File: config.mk
export PLATFORM = sky130hd
export DESIGN_NAME = uart_ram_loader
export DESIGN_NICKNAME = d
export VERILOG_FILES = /design/src/rtl/uart_ram_loader_pkg.sv /design/src/rtl/loader_timeout.sv /design/src/rtl/uart_ram_loader.sv
export SDC_FILE = /design/constraint.sdc
export NUM_CORES = 1
export LEC_CHECK = 0
export ABC_AREA = 0
export BUFFER_PORTS_ARGS = -buffer_cell sky130_fd_sc_hd__buf_2
export CAP_MARGIN = 5
export CELL_PAD_IN_SITES_DETAIL_PLACEMENT = 0
export CELL_PAD_IN_SITES_GLOBAL_PLACEMENT = 1
export CORE_MARGIN = 4
export CORE_UTILIZATION = 46
export DETAILED_ROUTE_END_ITERATION = 7
export PLACE_DENSITY = 0.94
export SKIP_CTS_REPAIR_TIMING = 1
export SYNTH_ARGS = -nofsm -noshare
export SYNTH_HDL_FRONTEND = slang
export SYNTH_SLANG_ARGS = --single-unit
File: constraint.sdc
create_clock -name clk -period 5.6 [get_ports clk]
set_input_delay 0.56 -clock clk [delete_from_list [all_inputs] [get_ports clk]]
set_output_delay 0.56 -clock clk [all_outputs]
set_load 0.1 [all_outputs]
File: src/rtl/uart_ram_loader_pkg.sv
// Shared types and widths for the UART-to-RAM word loader.
// State encoding is fixed so firmware/debug taps can decode it directly.
package uart_ram_loader_pkg;

  typedef enum logic [1:0] {
    IDLE    = 2'd0,
    COLLECT = 2'd1,
    WRITE   = 2'd2
  } state_e;

  localparam int unsigned BYTE_IDX_W   = 2;
  localparam int unsigned WORD_COUNT_W = 16;

endpackage

File: src/rtl/loader_timeout.sv
// Loadable down-counter that flags when TIMEOUT consecutive enabled cycles
// have elapsed since the last load.
module loader_timeout #(
  parameter int unsigned TIMEOUT = 1000000
) (
  input  logic clk,
  input  logic rst,
  input  logic load_i,
  input  logic en_i,
  output logic expired_o
);

  localparam int unsigned CW = $clog2(TIMEOUT + 1);

  logic [CW-1:0] count_q;

  // Reload on every load request; otherwise count down while enabled and stop at zero.
  always_ff @(posedge clk or negedge rst) begin
    if (!rst) begin
      count_q <= CW'(TIMEOUT);
    end else if (load_i) begin
      count_q <= CW'(TIMEOUT);
    end else if (en_i && (count_q != '0)) begin
      count_q <= count_q - CW'(1);
    end
  end

  // Fires during the TIMEOUT-th idle cycle so the owner can act on the same edge.
  assign expired_o = en_i && (count_q == CW'(1));

endmodule

File: src/rtl/uart_ram_loader.sv
// Packs serial bytes little-endian into 32-bit words and writes them to RAM
// port 2 at an auto-incrementing address whenever the arbiter grants the port.
module uart_ram_loader
  import uart_ram_loader_pkg::*;
#(
  parameter int unsigned ADDR_WIDTH = 12,
  parameter int unsigned TIMEOUT    = 1000000
) (
  input  logic                    clk,
  input  logic                    rst,
  input  logic                    byte_valid,
  input  logic [7:0]              byte_in,
  input  logic                    set_addr,
  input  logic [ADDR_WIDTH-1:0]   start_addr,
  input  logic                    grant,
  output logic                    wEn2,
  output logic [ADDR_WIDTH-1:0]   addr2,
  output logic [31:0]             dataIn2,
  output logic                    busy,
  output logic [WORD_COUNT_W-1:0] word_count,
  output logic                    err
);

  state_e                  state_q;
  logic [BYTE_IDX_W-1:0]   idx_q;
  logic [7:0]              skid_q;
  logic                    skid_full_q;
  logic [ADDR_WIDTH-1:0]   addr_q;
  logic [31:0]             data_q;
  logic [WORD_COUNT_W-1:0] count_q;
  logic                    err_q;

  logic [ADDR_WIDTH-1:0]   addr_d;
  logic [WORD_COUNT_W-1:0] count_d;
  logic                    tmo_load;
  logic                    tmo_en;
  logic                    tmo_expired;

  assign addr_d  = addr_q + ADDR_WIDTH'(1);
  assign count_d = (count_q == '1) ? count_q : count_q + WORD_COUNT_W'(1);

  // The idle timer only runs while a partial word is held and no byte arrives.
  assign tmo_load = (state_q != COLLECT) || byte_valid;
  assign tmo_en   = (state_q == COLLECT) && !byte_valid;

  loader_timeout #(
    .TIMEOUT (TIMEOUT)
  ) u_timeout (
    .clk       (clk),
    .rst       (rst),
    .load_i    (tmo_load),
    .en_i      (tmo_en),
    .expired_o (tmo_expired)
  );

  always_ff @(posedge clk or negedge rst) begin
    if (!rst) begin
      state_q     <= IDLE;
      idx_q       <= '0;
      skid_q      <= '0;
      skid_full_q <= 1'b0;
      addr_q      <= '0;
      data_q      <= '0;
      count_q     <= '0;
      err_q       <= 1'b0;
    end else if (set_addr) begin
      state_q     <= IDLE;
      idx_q       <= '0;
      skid_full_q <= 1'b0;
      addr_q      <= start_addr;
      count_q     <= '0;
      err_q       <= 1'b0;
    end else begin
      unique case (state_q)
        IDLE: begin
          if (byte_valid) begin
            data_q[7:0] <= byte_in;
            idx_q       <= BYTE_IDX_W'(1);
            state_q     <= COLLECT;
          end
        end
        COLLECT: begin
          if (byte_valid) begin
            data_q[{idx_q, 3'b000} +: 8] <= byte_in;
            if (idx_q == BYTE_IDX_W'(3)) begin
              idx_q   <= '0;
              state_q <= WRITE;
            end else begin
              idx_q <= idx_q + BYTE_IDX_W'(1);
            end
          end else if (tmo_expired) begin
            idx_q   <= '0;
            state_q <= IDLE;
            err_q   <= 1'b1;
          end
        end
        WRITE: begin
          // A byte that finds the skid slot occupied is lost, even if the write completes now.
          if (byte_valid && skid_full_q) begin
            err_q <= 1'b1;
          end
          if (grant) begin
            addr_q  <= addr_d;
            count_q <= count_d;
            if (skid_full_q) begin
              data_q[7:0] <= skid_q;
              skid_full_q <= 1'b0;
              idx_q       <= BYTE_IDX_W'(1);
              state_q     <= COLLECT;
            end else if (byte_valid) begin
              data_q[7:0] <= byte_in;
              idx_q       <= BYTE_IDX_W'(1);
              state_q     <= COLLECT;
            end else begin
              state_q <= IDLE;
            end
          end else if (byte_valid && !skid_full_q) begin
            skid_q      <= byte_in;
            skid_full_q <= 1'b1;
          end
        end
        default: begin
          state_q <= IDLE;
        end
      endcase
    end
  end

  // Write strobe is combinational so an async reset drops it without a clock edge.
  assign wEn2       = (state_q == WRITE) && grant && !set_addr;
  assign addr2      = addr_q;
  assign dataIn2    = data_q;
  assign busy       = (state_q != IDLE) || skid_full_q;
  assign word_count = count_q;
  assign err        = err_q;

endmodule

==> impl_metrics.tcl, run 1 <==
set metrics [dict create \
    status "finished clean" \
    starting_drt_drc_count 337 \
    cts.reportedPaths.clkPinSlew_ps 100 \
    hold_path_class "in2async" \
    via_count_normalized_by_instance_count 5.62 \
    synthesized_nets 580 \
    wirelength_um 12000 \
    achievable-frequency_mhz 357 \
    cts_made_buffers 9 \
    dpl.hpwl_um 8540 \
    worst_r2r_endpoint "dataIn2[1]" \
    finalCriticalPeriod_ps 2800 \
    final-hold-violation-count 0 \
    synth-edff-count 0 \
    area.sequential_um2 2360 \
    track_usage 0.193 \
    grt_setup_unrepaired "no" \
    rows 37 \
    multiInputGateArea_um2 2450 \
    max_cap_viol_count 0 \
    worstRegToRegCells 7 \
    worstPathCellList "inv_1 > ha_1 > nand2_1 > nor2_1 > buf_2" \
    finalSetupTns_ps 0 \
    first_global_vias 4083 \
    clk_latency_ps 360 \
    globalRouteOverflowTotal 0 \
    dr_total_vias 4273 \
    met2_wire_length_um 5660 \
    synthesis.yosys.warnings 0 \
    floorplan.die_area_um2 12500 \
    crit_path_max_fanout 13 \
    grt_first_pass_wirelength_um 20200 \
    max_slew.worst_pin.slew_ps 1060 \
    insertedDiodeCount 0 \
    ys_async_sr_fraction 1.00 \
    ir_worst_vdd_uv 146 \
    power_density_nw_per_um2 282 \
    ctsLongestPathBuffers 2 \
    fin_worst_hold_slack_ps 184 \
    synth_ff_type "sky130_fd_sc_hd__dfrtp_1" \
    netlist_area_um2 4970 \
    critPathKind "reg2out" \
    synth.distinct_cells 53 \
    gp_routability_congestion 0.845 \
    fin_crit_sh 0.500 \
    effective_utilization_at_floorplan 0.477 \
    cts.htree.levels 3 \
    io_buffers 87 \
    timing.final.setup_violations 0 \
    die_w_um 112 \
    drive_gt1_frac 0.204 \
    cp.required_ps 5040 \
    critPathSlowestCell "sky130_fd_sc_hd__buf_2" \
    place_area_um2 5500 \
    max_stage_delay_ps 480 \
    layout-area-overhead-vs-synth_pct 15.5 \
    detail_routed_net_length_per_standard_cell_um 15.8 \
    route.layer.met1.wl_um 5550 \
    setup_skew_after_layout_ps 13.5 \
    route.antenna.remaining_nets 0 \
    critPathLaunchType "register" \
    final_net_count 657 \
    fin_area_um2 5740 \
    largest_net_degree_at_the_start_of_global_routing 51 \
    cts_root_buf "sky130_fd_sc_hd__clkbuf_8" \
    syn_avg_cell_area_um2 9.16 \
    slew_viol_final 0 \
    firstDrtPassIters 6 \
    timing.critical_path.to_type "primary output" \
    pin_count 88 \
    yosysSeqAreaShare 0.475 \
    filler_cell_count 970 \
    r2r_setup_slack_ps 2810 \
    top_signal_layer_used "met4" \
    worstReg2RegStart "state_q[1]" \
    die_h_um 112 \
    worst-endpoint-arrival_ps 2240 \
    power.static_leakage_nw 2.59 \
    max-slew-margin-rel 0.293 \
    cts_tree "done" \
    clkSinkCount 94 \
    number_of_antenna_violations_at_the_first_check_in_global_routing 0 \
    route.met3.wl_um 725 \
    drc 0 \
    post_synth_inst_count 542 \
    core-area_um2 10400 \
    yosys_register_bits 94 \
]
==> cell usage after synthesis, drive strengths merged (8+ instances only) <==
library cell  count  area (um2)
ha               13         163
nand3            28         140
a22oi            16         120
clkbuf           21        78.8
mux2              8        90.1
nand4            12        90.1
dfrtp            87        2180
nor3             11        75.1
xor2             17         149
a21oi            15        75.1
inv              19        71.3
nor2             37         139
nand2            88         330
o21ai            71         355
xnor2            16         140
==> report_power, final <==
group | leakage (nW) | switching, mW | internal [mW]
registers | 1.25 | 0.0292 | 0.706
clock network | 0.114 | 0.246 | 0.299
logic | 1.23 | 0.266 | 0.0725
total | 2.59 | 0.542 | 1.08
==> cells by family after synthesis <==
group	count (synthesis)	share of synthesized area
AO/OA/AOI/OAI	126	0.151
XOR/XNOR	33	0.0582
adder cells (fa/ha/maj)	13	0.0327
buffers and inverters	41	0.0312
flip-flops	94	0.475
multiplexers	10	0.0222
AND/OR/NAND/NOR	225	0.229
==> layer usage <==
metal | vias to the layer above | GRT usage
li1 | 2065 | -
met1 | 2083 | 0.263
met2 | 117 | 0.312
met3 | 8 | 0.0500
met4 | 0 | 0.0454
met5 | - | 0
==> registers in the layout (all words and copies together), names as in the netlist <==
name,cells
u_timeout.count_q,20
err,1
skid_full_q,1
skid_q,8
idx_q,2
state_q,2
addr2,12
dataIn2,32
word_count,16
==> placed cells by master (no fill, tap or decap), types with 13 or more instances in the layout <==
master,netlist,routed
sky130_fd_sc_hd__nand2_1,88,88
sky130_fd_sc_hd__dfrtp_1,87,87
sky130_fd_sc_hd__buf_2,1,86
sky130_fd_sc_hd__o21ai_0,70,70
sky130_fd_sc_hd__nor2_1,37,37
sky130_fd_sc_hd__nand3_1,28,28
sky130_fd_sc_hd__inv_1,19,19
sky130_fd_sc_hd__xor2_1,17,17
sky130_fd_sc_hd__xnor2_1,16,16
sky130_fd_sc_hd__a22oi_1,16,16
sky130_fd_sc_hd__a21oi_1,15,15
sky130_fd_sc_hd__ha_1,13,13
==> metrics by stage <==
stage / worst slack, ps / power, mW / instances / utilization
after floorplan: 2680 / 1.00 / 542 / -
after global placement: 2960 / 1.08 / 744 / 0.528
after detailed placement: 2830 / 1.09 / 744 / 0.528
after CTS: 2830 / 1.63 / 760 / 0.551
after global routing: 2680 / 1.69 / 760 / 0.551
final: 2800 / 1.62 / 760 / 0.551
==> area by class of cell <==
cell class | instances | area share
inverter | 19 | 0.0124
clock buffer | 11 | 0.0229
tap | 136 | 0.0297
clock inverter | 5 | 0.0185
timing repair buffer | 88 | 0.0776
multi-input combinational | 407 | 0.427
sequential | 94 | 0.412
==> worst max path at each step <==
stage | start | cells after the start | end
global route | state_q[1] | 7 | state_q[0]
floorplan | state_q[0] | 5 | wEn2
CTS | state_q[1] | 7 | dataIn2[1]
detailed placement | state_q[1] | 7 | dataIn2[1]
finish | state_q[0] | 5 | wEn2
global placement | state_q[1] | 7 | state_q[0]
==> worst max-delay path, delay by kind of cell (launching register included) <==
kind / cells / cell delay (ps)
fa+ha+maj: 1 / 410
buf+inv: 2 / 580
flops: 1 / 430
simple gates: 2 / 460
Note: power is estimated with default switching activity, not from simulation.
==> run 2, diff against run 1 <==
ABC_AREA = 1   (was 0)
CORE_UTILIZATION = 42   (was 46)
PLACE_DENSITY = 0.89   (was 0.94)
clock period = 2.6 ns   (was 5.6 ns; I/O delays follow)
==> run 2 against run 1 <==
Effect of this change:
- first-iteration DRC count is 3.0% higher
- core utilization is 5.2 points lower
- routed wire length is 20% higher
- worst setup slack worse by 2500 ps
- critical endpoint unchanged
- largest power group is now combinational logic
==> impl_metrics.tcl, run 2 <==
set metrics [dict create \
    status "finished clean" \
    starting_drt_drc_count 347 \
    cts.htree.levels 3 \
    cts_tree "done" \
    post_synth_inst_count 763 \
    globalRoute.busiestLayer "met2" \
    final_common_cell "sky130_fd_sc_hd__nand2_1" \
    final_net_count 890 \
    yosysSeqAreaShare 0.420 \
    hold_path.startpoint "start_addr[7]" \
    grt_first_pass_wirelength_um 24200 \
    ys_async_sr_fraction 1.00 \
    multiInputGateArea_um2 2830 \
    finalSetupTns_ps 0 \
    internal_power_mw 3.24 \
    worst-path-buf-inv 2 \
    dp_slack_ps 643 \
    timing.critical_path.depth 5 \
    clkSinkCount 94 \
    rows 42 \
    first_global_vias 4860 \
    synthesis.yosys.warnings 0 \
    final-hold-violation-count 0 \
    share_clk_of_total_power 0.231 \
    synthDominantAreaCellType "sky130_fd_sc_hd__dfrtp_1" \
    power.static_leakage_nw 3.32 \
    hold_path_class "in2reg" \
    cp.required_ps 2340 \
    synth_ff_type "sky130_fd_sc_hd__dfrtp_1" \
    synth-edff-count 0 \
    largest_net_degree_at_the_start_of_global_routing 49 \
    fin_crit_sh 0.895 \
    net_switching_mw 3.16 \
    number_of_antenna_violations_at_the_first_check_in_global_routing 0 \
    firstDrtPassIters 5 \
    crit_path_max_fanout 7 \
    detail_routed_net_length_per_standard_cell_um 14.0 \
    max-slew-margin-rel 0.566 \
    setup_skew_after_layout_ps 6.40 \
    cts_root_buf "sky130_fd_sc_hd__clkbuf_16" \
    critPathSlowestCell "sky130_fd_sc_hd__buf_2" \
    track_usage 0.198 \
    layout-area-overhead-vs-synth_pct 17.0 \
    worst-endpoint-arrival_ps 2070 \
    die_h_um 124 \
    max_stage_delay_ps 480 \
    io_buffers 87 \
    cts.reportedPaths.clkPinSlew_ps 70 \
    timing.critical_path.to_type "primary output" \
    power.sequential.fraction 0.307 \
    route.antenna.remaining_nets 0 \
    max_cap_viol_count 0 \
    area.sequential_um2 2360 \
    max_slew.worst_pin.slew_ps 651 \
    synthesized_nets 801 \
    synth_area_leaders "sky130_fd_sc_hd__dfrtp_1, sky130_fd_sc_hd__nand2_1, sky130_fd_sc_hd__nor2_1" \
    critPathLaunchType "register" \
    comb_power_share 0.462 \
    grt_util_met1 0.279 \
    insertedDiodeCount 0 \
    drc 0 \
    worstReg2RegStart "state_q[1]" \
    achievable-frequency_mhz 430 \
    drive_gt1_frac 0.182 \
    cts_made_buffers 9 \
    global_route.usage.met3 0.0354 \
    synth.cells.most_frequent "sky130_fd_sc_hd__nand2_1, sky130_fd_sc_hd__nor2_1, sky130_fd_sc_hd__dfrtp_1, sky130_fd_sc_hd__inv_1, sky130_fd_sc_hd__nand3_1" \
    synthMostInstantiatedCell "sky130_fd_sc_hd__nand2_1" \
    gp_routability_congestion 0.856 \
    ctsLongestPathBuffers 2 \
    globalRouteOverflowTotal 0 \
    dpl.hpwl_um 10600 \
    whs_path_depth 3 \
    power_density_nw_per_um2 972 \
    effective_utilization_at_floorplan 0.426 \
    netlist_area_um2 5630 \
    switching_share 0.494 \
    filler_cell_count 1313 \
    grt_setup_unrepaired "no" \
    critical_path.startpoint "state_q[0]" \
    ir_worst_vdd_uv 891 \
    critPathKind "reg2out" \
    layout.cells.most_common_list "sky130_fd_sc_hd__nand2_1, sky130_fd_sc_hd__nor2_1, sky130_fd_sc_hd__dfrtp_1" \
    syn_avg_cell_area_um2 7.37 \
    wirelength_um 14500 \
    dr_total_vias 5160 \
    finalWorstSetupSlack_ps 273 \
    netlist.area_leader.share 0.387 \
    timing.final.setup_violations 0 \
    floorplan.die_area_um2 15300 \
    yosys_register_bits 94 \
    pin_count 88 \
    slew_viol_final 0 \
    gr-usage-met2 0.313 \
    largest_register_ff_count 32 \
    via_count_normalized_by_instance_count 5.00 \
    clk_latency_ps 350 \
    worstRegToRegCells 8 \
    cpLargestDelayFamily "buffers and inverters" \
    finalCriticalPeriod_ps 2330 \
    die_w_um 124 \
    synth.distinct_cells 43 \
    core-area_um2 13200 \
    worstPathCellList "inv_1 > ha_1 > nand2_1 > nor2_2 > buf_2" \
]
run 2: cell type report:
cell class                 instances  area share
inverter                          83      0.0473
multi-input combinational        567       0.430
tap                              176      0.0335
clock buffer                      10      0.0363
clock inverter                     6      0.0141
timing repair buffer              97      0.0802
sequential                        94       0.359
run 2: metal layers:
| layer | vias up | wire length [um] |
|---|---|---|
| met5 | - | 0 |
| met4 | 0 | 193 |
| met3 | 15 | 718 |
| met2 | 123 | 6570 |
| met1 | 2369 | 7010 |
| li1 | 2653 | - |
run 2: power by group through the flow:
| stage | Sequential (mW) | Combinational [mW] | Clock (mW) |
|---|---|---|---|
| after floorplan | 3.12 | 1.21 | 0 |
| after global placement | 1.99 | 2.95 | 0 |
| after detailed placement | 1.99 | 2.96 | 0 |
| after CTS | 1.96 | 2.97 | 1.51 |
| after global routing | 2.01 | 3.20 | 1.57 |
| final | 1.96 | 2.96 | 1.48 |
run 2: stage by stage:
step	cell area [um2]	hold WS (ps)	power [mW]	util	std cells
2_1_floorplan	5630	-35.6	4.32	-	763
3_3_place_gp	6240	334	4.93	0.473	1016
3_5_place_dp	6240	338	4.95	0.473	1016
4_1_cts	6570	-41.8	6.44	0.498	1032
5_1_grt	6580	138	6.78	0.499	1033
6_report	6580	133	6.40	0.499	1033
run 2: tightest hold or removal path, stage by stage:
cell and delay (ps):
sky130_fd_sc_hd__buf_2 80, sky130_fd_sc_hd__nand2_1 40, sky130_fd_sc_hd__nand3_1 60
run 2: cells by family after synthesis:
group,synth area share
flops,0.420
compound gates,0.127
simple gates,0.325
buf+inv,0.0776
fa+ha+maj,0.0289
xor+xnor,0.0218
run 2: path summary, 6_finish.rpt:
path | to | slack (ps)
max | wEn2 | 270
min | addr2[7] | 130
max reg2reg | dataIn2[11] | 650
min reg2reg | err | 480
max in group asynchronous | word_count[10] | 1430
min in group asynchronous | u_timeout.count_q[4] | 480
==> run 3, diff against run 2 <==
ABC_AREA = 0   (was 1)
CORE_UTILIZATION = 43   (was 42)
==> run 3 against run 2 <==
Effect of this change:
- total power fell by 42%
- global-route usage fell by 0.66 points
- critical path depth did not move
- final cell count fell by 25%
- sequential power fell by 19%
- critical path type unchanged
- highest routed layer unchanged
==> impl_metrics.tcl, run 3 (synthesized netlist as in run 1, its figures left out) <==
set metrics [dict create \
    status "finished clean" \
    crit_path_max_fanout 13 \
    starting_drt_drc_count 428 \
    pin_count 88 \
    final_net_count 669 \
    critPathKind "reg2out" \
    gp_routability_congestion 0.821 \
    power_density_nw_per_um2 624 \
    firstDrtPassIters 6 \
    power.static_leakage_nw 2.69 \
    rows 38 \
    floorplan.die_area_um2 13300 \
    cts_root_buf "sky130_fd_sc_hd__clkbuf_16" \
    insertedDiodeCount 0 \
    dr_total_vias 4349 \
    dpl.hpwl_um 8740 \
    die_w_um 115 \
    fin_crit_sh 0.915 \
    finalCriticalPeriod_ps 2380 \
    post-route-util 0.534 \
    achievable-frequency_mhz 420 \
    cts_tree "done" \
    slew_viol_final 0 \
    largest_net_degree_at_the_start_of_global_routing 47 \
    hold_path_class "in2reg" \
    ctsLongestPathBuffers 2 \
    finalWorstSetupSlack_ps 220 \
    filler_cell_count 1009 \
    detail_routed_net_length_per_standard_cell_um 15.8 \
    critPathLaunchType "register" \
    wirelength_um 12200 \
    worstReg2RegStart "state_q[0]" \
    die_h_um 115 \
    hold_path.startpoint "start_addr[5]" \
    via_count_normalized_by_instance_count 5.60 \
    layout-area-overhead-vs-synth_pct 19.1 \
    max_stage_delay_ps 450 \
    max-slew-margin-rel 0.596 \
    largest_register_ff_count 32 \
    final-hold-violation-count 0 \
    r2r_setup_slack_ps 330 \
    drive_gt1_frac 0.222 \
    max_slew.worst_pin.slew_ps 602 \
    whs_path_depth 3 \
    effective_utilization_at_floorplan 0.448 \
    route.antenna.remaining_nets 0 \
    final_common_cell "sky130_fd_sc_hd__nand2_1" \
    layout.cells.most_common_list "sky130_fd_sc_hd__nand2_1, sky130_fd_sc_hd__dfrtp_1, sky130_fd_sc_hd__buf_2" \
    grt_setup_unrepaired "no" \
    max_cap_viol_count 0 \
    worstRegToRegCells 7 \
    cts.reportedPaths.clkPinSlew_ps 70 \
    cts.htree.levels 3 \
    cts_made_buffers 9 \
    first_global_vias 4165 \
    worst_r2r_endpoint "dataIn2[3]" \
    critPathSlowestCell "sky130_fd_sc_hd__buf_2" \
    finalSetupTns_ps 0 \
    io_buffers 87 \
    track_usage 0.192 \
    clk_latency_ps 350 \
    timing.critical_path.to_type "primary output" \
    worst-endpoint-arrival_ps 2120 \
    globalRouteOverflowTotal 0 \
    timing.final.setup_violations 0 \
    number_of_antenna_violations_at_the_first_check_in_global_routing 0 \
    dp_slack_ps 335 \
    cp.required_ps 2340 \
    ir_worst_vdd_uv 407 \
    setup_skew_after_layout_ps 9.64 \
    drc 0 \
    grt_first_pass_wirelength_um 20500 \
    worstPathCellList "inv_1 > ha_1 > nand2_1 > nor2_2 > buf_2" \
    core-area_um2 11100 \
    clkSinkCount 94 \
    holdPathEnd "addr2[5]" \
]
## run 3: cell types whose count changed in the layout (fill, tap and decap cells not counted), moves of 11 or more
| cell | before | now |
|---|---|---|
| sky130_fd_sc_hd__inv_1 | 78 | 19 |
| sky130_fd_sc_hd__nand3_1 | 55 | 28 |
| sky130_fd_sc_hd__o21ai_0 | 48 | 70 |
| sky130_fd_sc_hd__nand4_1 | 23 | 11 |
| sky130_fd_sc_hd__o21ai_1 | 12 | 1 |
| sky130_fd_sc_hd__a22oi_1 | 0 | 16 |
| sky130_fd_sc_hd__nor2_1 | 88 | 36 |
| sky130_fd_sc_hd__nand2_1 | 218 | 88 |
| sky130_fd_sc_hd__xnor2_1 | 5 | 16 |
## run 3: how the worst max path moves through the flow
stage | startpoint | to | slack, ps | cells past startpoint
floorplan | word_count[0] | word_count[6] | 160 | 7
global placement | state_q[1] | state_q[0] | 410 | 7
detailed placement | state_q[1] | state_q[0] | 330 | 7
CTS | state_q[0] | wEn2 | 200 | 5
global route | state_q[0] | wEn2 | 70 | 5
finish | state_q[0] | wEn2 | 220 | 5
## run 3: through the flow
step / hold WS (ps) / cell area (um2) / power (mW) / instances
2_1_floorplan: -35.6 / 4970 / 2.16 / 542
6_report: 115 / 5920 / 3.69 / 776
3_5_place_dp: 163 / 5600 / 2.36 / 759
4_1_cts: -223 / 5910 / 3.73 / 775
3_3_place_gp: 156 / 5600 / 2.35 / 759
5_1_grt: 120 / 5920 / 3.86 / 776
## run 3: critical path, delay by kind of cell, from the launching register on
kind                       cells  cell delay, ps
buffers and inverters          2             550
DFF                            1             420
adders and majority gates      1             420
and+or+nand+nor                2             380
## run 3: cell type report
cell class / instances / area [um2] / share of cell area
Multi-Input combinational cell: 407 / 2450 / 0.415
Sequential cell: 94 / 2360 / 0.399
Timing Repair Buffer: 100 / 551 / 0.0930
Clock buffer: 9 / 225 / 0.0381
Tap cell: 140 / 175 / 0.0296
Clock inverter: 7 / 80.1 / 0.0135
Inverter: 19 / 71.3 / 0.0121
## run 3: power breakdown
group	switching (mW)	total, mW	leakage (nW)	internal [mW]
Sequential	0.0623	1.58	1.25	1.52
Combinational	0.576	0.746	1.29	0.170
Clock	0.604	1.36	0.148	0.758
## run 3: per-layer routing
metal  GRT usage  up-vias  routed length, um
met5           0        -                  0
met4      0.0736        0                197
met3      0.0465       17                902
met2       0.286      148               5470
met1       0.271     2079               5680
li1            -     2105                  -
